==> config.mk <==
export PLATFORM = sky130hd
export DESIGN_NAME = cpu2core_cpu0_cpu_oci_dct_packer
export DESIGN_NICKNAME = d
export VERILOG_FILES = /design/src/rtl/cpu2core_cpu0_cpu_oci_dct_packer.sv
export SDC_FILE = /design/constraint.sdc
export NUM_CORES = 1
export LEC_CHECK = 0
export CORE_AREA = 4 4 73 75
export DETAILED_ROUTE_END_ITERATION = 10
export DIE_AREA = 0 0 77 79
export GPL_ROUTABILITY_DRIVEN = 0
export GPL_TIMING_DRIVEN = 0
export PLACE_DENSITY = 0.75
export SLEW_MARGIN = 20
export SYNTH_ARGS = -nofsm -noshare
export SYNTH_HDL_FRONTEND = slang
export SYNTH_SLANG_ARGS = --single-unit
==> constraint.sdc <==
create_clock -name clk -period 2.6 [get_ports clk]
set_input_delay 0.39 -clock clk [delete_from_list [all_inputs] [get_ports clk]]
set_output_delay 0.39 -clock clk [all_outputs]
set_load 0.02 [all_outputs]
==> src/rtl/cpu2core_cpu0_cpu_oci_dct_packer.sv <==
// Packs 2-bit OCI trace atoms into frames of up to MAX_ATOMS; frame valid 1 cycle after fill/flush/timeout.
// Backpressure: frame held stable while dct_ready=0, no atoms accepted until the cycle after the handshake.
module cpu2core_cpu0_cpu_oci_dct_packer #(
  parameter int MAX_ATOMS    = 15,
  parameter int IDLE_TIMEOUT = 0
) (
  input  logic        clk,
  input  logic        reset,
  input  logic        atm_valid,
  input  logic [1:0]  atm,
  output logic        atm_ready,
  input  logic        flush,
  input  logic        test_ending_in,
  output logic [29:0] dct_buffer,
  output logic [3:0]  dct_count,
  output logic        dct_valid,
  input  logic        dct_ready,
  output logic        test_ending,
  output logic        test_has_ended
);

  typedef enum logic [1:0] {
    FILL  = 2'd0,
    EMIT  = 2'd1,
    ENDED = 2'd2
  } state_t;

  localparam logic [3:0] MAX_CNT = 4'(MAX_ATOMS);

  state_t      state;
  logic        final_flag;
  logic [31:0] idle_cnt;

  logic        accept;
  logic [3:0]  count_nxt;
  logic [29:0] buffer_nxt;
  logic [31:0] idle_nxt;
  logic        timeout_hit;
  logic        frame_close;

  assign atm_ready = (state == FILL) && !test_ending_in;
  assign accept    = atm_valid && atm_ready;

  always_comb begin
    buffer_nxt  = dct_buffer;
    count_nxt   = dct_count;
    if (accept) begin
      buffer_nxt[{dct_count, 1'b0} +: 2] = atm;
      count_nxt                          = dct_count + 4'd1;
    end
    idle_nxt    = idle_cnt + 32'd1;
    timeout_hit = (IDLE_TIMEOUT != 0) && (idle_nxt == 32'(IDLE_TIMEOUT));
    // Full beats flush; both see the atom accepted this same cycle.
    frame_close = (count_nxt == MAX_CNT) || (flush && (count_nxt != 4'd0));
  end

  always_ff @(posedge clk) begin
    if (reset) begin
      state          <= FILL;
      dct_buffer     <= '0;
      dct_count      <= '0;
      dct_valid      <= 1'b0;
      test_ending    <= 1'b0;
      test_has_ended <= 1'b0;
      idle_cnt       <= '0;
      final_flag     <= 1'b0;
    end else begin
      test_ending <= test_ending_in;
      case (state)
        FILL: begin
          if (test_ending_in) begin
            idle_cnt <= '0;
            if (dct_count != 4'd0) begin
              final_flag <= 1'b1;
              dct_valid  <= 1'b1;
              state      <= EMIT;
            end else begin
              test_has_ended <= 1'b1;
              state          <= ENDED;
            end
          end else begin
            dct_buffer <= buffer_nxt;
            dct_count  <= count_nxt;
            if (frame_close) begin
              idle_cnt  <= '0;
              dct_valid <= 1'b1;
              state     <= EMIT;
            end else if (accept || (dct_count == 4'd0)) begin
              idle_cnt <= '0;
            end else if (timeout_hit) begin
              idle_cnt  <= '0;
              dct_valid <= 1'b1;
              state     <= EMIT;
            end else begin
              idle_cnt <= idle_nxt;
            end
          end
        end
        EMIT: begin
          if (test_ending_in) begin
            final_flag <= 1'b1;
          end
          if (dct_ready) begin
            dct_buffer <= '0;
            dct_count  <= '0;
            dct_valid  <= 1'b0;
            // An end request seen in the handshake cycle still makes this the last frame.
            if (final_flag || test_ending_in) begin
              test_has_ended <= 1'b1;
              state          <= ENDED;
            end else begin
              state <= FILL;
            end
          end
        end
        ENDED: begin
          dct_valid      <= 1'b0;
          test_has_ended <= 1'b1;
        end
        default: begin
          state <= FILL;
        end
      endcase
    end
  end

endmodule

==> results.tsv, run 1 <==
stage	metric	value	unit
detailed_routing	drt wl/cell	15.0	µm
global_routing	number of global-route vias before repair	2091	
pwr	Comb power frac	45.7	%
floorplan	std cell rows	25	
setup_path	Crit path buffers/inverters	3	
run_status	outcome	complete, no violations	
finish	most frequent cells in the layout	clkdlybuf4s50_1 (44), nor2_1 (42), dfxtp_1 (38), a21oi_1 (31), nand2_1 (21)	
floorplan	Core Footprint	4660	µm²
detailed_routing	initial DRC count	148	
setup_path	largest fanout on the critical path	10	
setup_path	WS Path Type	reg2reg	
pwr	switch share	40.7	%
job	Max-Cap Viols	0	
clocking	H-tree depth	2	
finish	ANT cells	0	
floorplan	die extent in x	77	µm
finish	commonest non-fill, non-tap cell in the layout	clkdlybuf4s50_1	
clocking	CTS Sinks	40	
detailed_routing	Vias	2228	
sta	Final Cycle Share	96.1	%
sta	final hold slack	0.474	ns
floorplan	initial core utilization	45.6	%
floorplan	die footprint	6080	µm²
global_routing	overall routing resource usage	19.3	%
synthesis	sequential share of the synthesized area	37.6	%
pwr	LEAKAGE	0.000976	µW
floorplan	Ports	46	
setup_path	critical path data arrival time	2.68	ns
sta	Slew @ Worst Pin	0.507	ns
sta	Hold Violations, Final	0	
synthesis	count of different cell masters after synthesis	43	
setup_path	CP top delay family	compound AO/OA/AOI/OAI gates	
sta	# setup viols final	0	
synthesis	YS warnings	0	
worst_hold_path	Hold Path Class	reg2reg	
detailed_routing	remaining antenna violation count after routing	0	
clocking	TritonCTS buffer count	5	
floorplan	die height	79	µm
pwr	Power, Total	2220	µW
setup_path	most used cell, CP	a21oi_1	
global_routing	gr ovfl total	0	
setup_path	type of origin of the critical path	register	
synthesis	Syn Area/Cell	7.62	µm²
sta	Rel. slew slack	65.7	%
clocking	CTS Root Cell	clkbuf_8	
sta	clock skew	0.00310	ns
pwr	Peak VDD IR	0.413	mV
sta	Achievable Freq	400	MHz
finish	Finished Layout Cells	386	
setup_path	Crit-path slowest cell	dfxtp_4	
synthesis	net count after synthesis	295	
finish	area grow syn2layout	31.2	%
clocking	Max Buffers Root-to-Sink	2	
global_routing	largest net degree at the start of global routing	14	
pwr	Pint	1320	µW
pwr	Cell Pwr Density	794	nW/µm²
clocking	Worst-path clk slew	0.08	ns
clocking	CTS tree	yes	
finish	Final Cell Area	2790	µm²
global_routing	initial antenna violation count	0	
clocking	hold_buf cts	0	
clocking	clock latency at the later pin of the worst-skew pair	0.29	ns
sta	RSZ-0062 raised after global routing	false	
synthesis	Yosys reg bits	40	
pwr	P_sw	902	µW
placed_design	Post-Place Cells	377	
detailed_routing	router iterations before antenna repair	5	
detailed_routing	DRC viols	0	
pwr	power share of the clock group	22.7	%
placed_design	Final HPWL DP	4250	µm
setup_path	CP Data Required Time	2.78	ns
detailed_routing	Vias/cell	5.77	
finish	net total in the final layout	347	
synthesis	synthesized area	2130	µm²
placed_design	IO buf count	44	
global_routing	first-pass GRT wire length	9520	µm
placed_design	Placed Area	2640	µm²
setup_path	Largest stage delay, worst path	0.39	ns
setup_path	critical path capture point type	register	
finish	layout cells sized above 1	7.23	%
sta	max-slew violation count	0	
pwr	sequential share of power	31.7	%
setup_path	worst-path cell chain	clkbuf_8, inv_2, ha_1, clkbuf_4, nand2b_4, or3_1, a21oi_1, a21oi_1, a211oi_2, mux2_1	
detailed_routing	Routed WL	5790	µm
synthesis	Syn Inst Count	279	
sta	fin crit period	2.50	ns
==> worst min-delay path: stages (launching register included) <==
cell and delay (ns):
dfxtp_1 0.32, nand2b_1 0.06, o21ai_1 0.05
==> final timing paths <==
path	cells after the start	end	start	slack, ns
hold reg to reg	2	dct_buffer[7]	dct_buffer[7]	0.47
setup reg to reg	10	state[1]	dct_count[0]	0.10
setup / recovery	10	state[1]	dct_count[0]	0.10
hold / removal	2	dct_buffer[7]	dct_buffer[7]	0.47
==> final cells by class <==
type,instances,area (µm²)
clock buffers,6,72.6
multi-input cells,209,1230
fillers,439,1870
inverters,11,41.3
repair buffers,46,455
well taps,54,67.6
flip-flops and latches,40,808
clock inverters,2,35.0
plain buffers,18,85.1
==> cells in the mapped netlist, drive strengths merged <==
| master | instances | share of area (%) |
|---|---|---|
| a31o | 1 | 0.41 |
| a311oi | 1 | 0.41 |
| o32ai | 6 | 2.5 |
| o31a | 1 | 0.41 |
| o21ai | 22 | 5.2 |
| nor4 | 2 | 0.59 |
| and2 | 3 | 0.88 |
| and3 | 2 | 0.59 |
| a21o | 1 | 0.35 |
| a211oi | 3 | 1.3 |
| ha | 8 | 4.7 |
| nor4b | 1 | 0.41 |
| nand2b | 6 | 1.8 |
| nor2b | 10 | 2.9 |
| nand4 | 1 | 0.29 |
| mux2 | 4 | 2.1 |
| xnor2 | 1 | 0.41 |
| or3 | 3 | 0.88 |
| a31oi | 1 | 0.29 |
| o21bai | 1 | 0.35 |
| a211o | 1 | 0.41 |
| nand2 | 21 | 3.7 |
| inv | 11 | 1.9 |
| o22ai | 1 | 0.29 |
| nand4b | 2 | 0.82 |
| nor2 | 43 | 7.6 |
| clkbuf | 13 | 2.3 |
| or2 | 1 | 0.29 |
| buf | 6 | 1.3 |
| o31ai | 1 | 0.35 |
| dfxtp | 40 | 38 |
| nor3 | 4 | 0.94 |
| nand3 | 8 | 1.9 |
| a21oi | 31 | 7.3 |
| nor3b | 2 | 0.71 |
| a22oi | 14 | 4.9 |
| nand3b | 1 | 0.35 |
| mux2i | 1 | 0.47 |
==> timing repair <==
action	4_1_cts	5_1_grt
setup buffers	0	2
cloned	0	0
setup endpoints to repair	4	24
gates resized for setup	4	7
pin swaps	1	1
==> routing by layer <==
| metal | up-vias | global-route usage [%] | wire length, µm |
|---|---|---|---|
| met5 | - | 0 | 0 |
| met4 | 0 | 7.65 | 102 |
| met3 | 13 | 5.10 | 392 |
| met2 | 80 | 32.1 | 2680 |
| met1 | 1051 | 23.8 | 2610 |
| li1 | 1084 | - | - |
==> flip-flops by register name, summed over array words and instances, names as in the netlist <==
signal and flops:
state 2, dct_count 4, final_flag 1, dct_buffer 30
test_has_ended 1, dct_valid 1, test_ending 1
==> power by group through the flow <==
stage / sequential, µW / clock [µW] / combinational, µW
after floorplan: 737 / 0 / 643
after global placement: 713 / 0 / 913
after detailed placement: 715 / 0 / 937
after CTS: 704 / 511 / 945
after global routing: 708 / 536 / 1100
final: 702 / 502 / 1010
==> logic make-up (layout without fill, tap and decap cells) <==
kind of cell | count (synthesis) | count (layout) | share of synthesized area (%)
xor+xnor | 1 | 1 | 0.412
buf+inv | 30 | 83 | 5.53
fa+ha+maj | 8 | 8 | 4.71
flops | 40 | 40 | 37.6
simple gates | 110 | 110 | 24.6
mux | 5 | 5 | 2.59
compound gates | 85 | 85 | 24.5
==> through the flow <==
step                      TNS [ns]  util (%)  worst slack, ns
after CTS                        0      59.0           0.0168
after global routing             0      59.9          0.00139
after global placement      -0.243      56.6           -0.124
after floorplan                  0         -           0.0341
final                            0      59.9            0.102
after detailed placement    -0.468      56.6           -0.210
Note: power is estimated with default switching activity, not from simulation.
==> run 2: changes to the inputs <==
--- a/config.mk
+++ b/config.mk
@@ -6,6 +6,7 @@
 export NUM_CORES = 1
 export LEC_CHECK = 0
 export CORE_AREA = 4 4 73 75
+export CTS_CLUSTER_DIAMETER = 60
 export DETAILED_ROUTE_END_ITERATION = 10
 export DIE_AREA = 0 0 77 79
 export GPL_ROUTABILITY_DRIVEN = 0
==> results of run 2 <==
No change in the layout: final DEF, timing and power equal those of run 1.
==> run 3: changes to the inputs <==
--- a/config.mk
+++ b/config.mk
@@ -11,7 +11,7 @@
 export DIE_AREA = 0 0 77 79
 export GPL_ROUTABILITY_DRIVEN = 0
 export GPL_TIMING_DRIVEN = 0
-export PLACE_DENSITY = 0.75
+export PLACE_DENSITY = 0.85
 export SLEW_MARGIN = 20
 export SYNTH_ARGS = -nofsm -noshare
 export SYNTH_HDL_FRONTEND = slang
==> results.tsv, run 3 (same netlist as run 1, synthesis figures left out) <==
stage	metric	value	unit	change
sta	max-slew violation count	0		unchanged
setup_path	reg2reg end	state[0]		
sta	clock skew	0.00918	ns	+0.00608 ns
global_routing	initial antenna violation count	0		unchanged
placed_design	IO buf count	44		unchanged
setup_path	r2r setup slk	0.13	ns	+0.03 ns
pwr	Power, Total	2170	µW	-1.9%
floorplan	std cell rows	25		unchanged
finish	Largest Register	dct_buffer		
worst_hold_path	hold worst-path end	dct_buffer[6]		
finish	Finished Layout Cells	387		+0.26%
detailed_routing	router iterations before antenna repair	5		unchanged
setup_path	Crit-path slowest cell	clkdlybuf4s50_1		
clocking	CTS tree	yes		
finish	Sequential Area	806	µm²	-0.31%
floorplan	Ports	46		unchanged
setup_path	critical path capture point type	output pin		
finish	fill count	440		+0.23%
finish	ANT cells	0		unchanged
detailed_routing	Routed WL	5470	µm	-5.4%
clocking	TritonCTS buffer count	5		unchanged
worst_hold_path	Hold Path Class	reg2reg		
setup_path	Worst R2R Path Depth	9		-1
sta	fin crit period	2.49	ns	-0.00617 ns
setup_path	WS Path Type	reg2out		
clocking	H-tree depth	2		unchanged
worst_hold_path	HP Start	dct_buffer[6]		
detailed_routing	remaining antenna violation count after routing	0		unchanged
finish	max FFs per register	30		unchanged
setup_path	worst-path cell chain	inv_1, ha_1, clkbuf_2, nor2b_1, clkdlybuf4s50_1		
finish	area of the multi-input gates	1210	µm²	-1.0%
setup_path	reg2reg start	dct_count[1]		
global_routing	first-pass GRT wire length	9020	µm	-5.3%
detailed_routing	drt wl/cell	14.1	µm	-5.7%
worst_hold_path	Hold Path Stages	2		unchanged
global_routing	overall routing resource usage	18.2	%	-1.1 points
sta	# setup viols final	0		unchanged
floorplan	die height	79	µm	unchanged
finish	commonest non-fill, non-tap cell in the layout	clkdlybuf4s50_1		
global_routing	number of global-route vias before repair	2032		-2.8%
finish	post-layout util	59.7	%	-0.21 points
clocking	Max Buffers Root-to-Sink	2		unchanged
floorplan	die extent in x	77	µm	unchanged
floorplan	Core Footprint	4660	µm²	unchanged
setup_path	critical path data arrival time	2.10	ns	-0.58 ns
finish	biggest regs	dct_buffer x30, dct_count x4, state x2		
setup_path	type of origin of the critical path	register		
detailed_routing	Vias	2208		-0.90%
global_routing	largest net degree at the start of global routing	13		-1
setup_path	Worst Setup SP	state[0]		
sta	final hold slack	0.472	ns	-0.00230 ns
detailed_routing	initial DRC count	174		+18%
clocking	CTS Sinks	40		unchanged
placed_design	Post-Place Cells	377		unchanged
clocking	hold_buf cts	0		unchanged
finish	net total in the final layout	348		+0.29%
detailed_routing	Vias/cell	5.71		-1.2%
sta	Rel. slew slack	67.8	%	+2.1 points
sta	Hold Violations, Final	0		unchanged
sta	Achievable Freq	401	MHz	+0.25%
setup_path	CP Data Required Time	2.21	ns	-0.57 ns
placed_design	Place WS	-0.213	ns	-0.00299 ns
pwr	LEAKAGE	0.000978	µW	+0.27%
clocking	clock latency at the later pin of the worst-skew pair	0.30	ns	about the same
floorplan	die footprint	6080	µm²	unchanged
floorplan	initial core utilization	45.6	%	unchanged
sta	RSZ-0062 raised after global routing	false		
finish	area grow syn2layout	30.8	%	
job	Max-Cap Viols	0		unchanged
setup_path	largest fanout on the critical path	10		unchanged
pwr	Cell Pwr Density	782	nW/µm²	-1.6%
sta	Slew @ Worst Pin	0.477	ns	-0.0304 ns
placed_design	Final HPWL DP	4130	µm	-2.9%
global_routing	gr ovfl total	0		unchanged
clocking	Worst-path clk slew	0.07	ns	about the same
sta	setup ws final	0.108	ns	+0.00617 ns
clocking	CTS Root Cell	clkbuf_8		
detailed_routing	DRC viols	0		unchanged
run_status	outcome	complete, no violations		
sta	Final Cycle Share	95.8	%	-0.24 points
finish	most frequent cells in the layout	clkdlybuf4s50_1 (44), nor2_1 (43), dfxtp_1 (38), a21oi_1 (31), nand2_1 (21)		
pwr	Peak VDD IR	0.388	mV	-6.2%
setup_path	Largest stage delay, worst path	0.65	ns	+0.26 ns
finish	layout cells sized above 1	6.61	%	-0.62 points
==> run 3: final cells by class <==
type                       count  share of cell area [%]
inverter                      11                    1.48
buffer                        19                    3.24
clock buffer                   6                    2.61
tap                           54                    2.43
clock inverter                 2                    1.26
sequential                    40                    29.0
timing repair buffer          46                    16.4
multi-input combinational    209                    43.6
==> run 3: worst max-delay path: cells and delay by family (launching register included) <==
family	cells	cell delay (ns)
fa+ha+maj	1	0.23
flops	1	0.33
simple gates	1	0.24
buf+inv	3	1.00
==> run 3: timing repair <==
action	4_1_cts	5_1_grt
gates resized for setup	4	5
cloned	0	0
setup buffers	0	2
pin swaps	0	1
endpoints found under the setup margin	3	16
==> run 3: per-layer routing <==
| metal | global-route usage (%) | up-vias | wire, µm |
|---|---|---|---|
| met5 | 0 | - | 0 |
| li1 | - | 1084 | - |
| met3 | 3.74 | 9 | 418 |
| met2 | 31.2 | 93 | 2560 |
| met4 | 7.65 | 0 | 85 |
| met1 | 22.2 | 1022 | 2400 |
==> run 3: how the worst max path moves through the flow <==
stage                      endpoint  slack (ns)  cells past startpoint
final                     atm_ready        0.11                      5
after global routing       state[0]     0.00007                      9
after CTS                  state[0]      0.0006                     10
after detailed placement   state[0]       -0.21                     10
after global placement     state[0]       -0.11                     10
after floorplan            state[0]        0.03                     10
==> run 3: where the power goes <==
group / switching, µW / leakage (µW) / internal (µW) / total, µW
clock: 210 / 0.0000552 / 285 / 495
sequential: 35.0 / 0.000325 / 663 / 698
combinational: 623 / 0.000598 / 359 / 982
total: 868 / 0.000978 / 1310 / 2170
==> run 3: per-stage QoR <==
stage / area [µm²] / TNS (ns)
floorplan: 2130 / 0
global placement: 2640 / -0.229
detailed placement: 2640 / -0.504
CTS: 2760 / 0
global route: 2780 / 0
finish: 2780 / 0
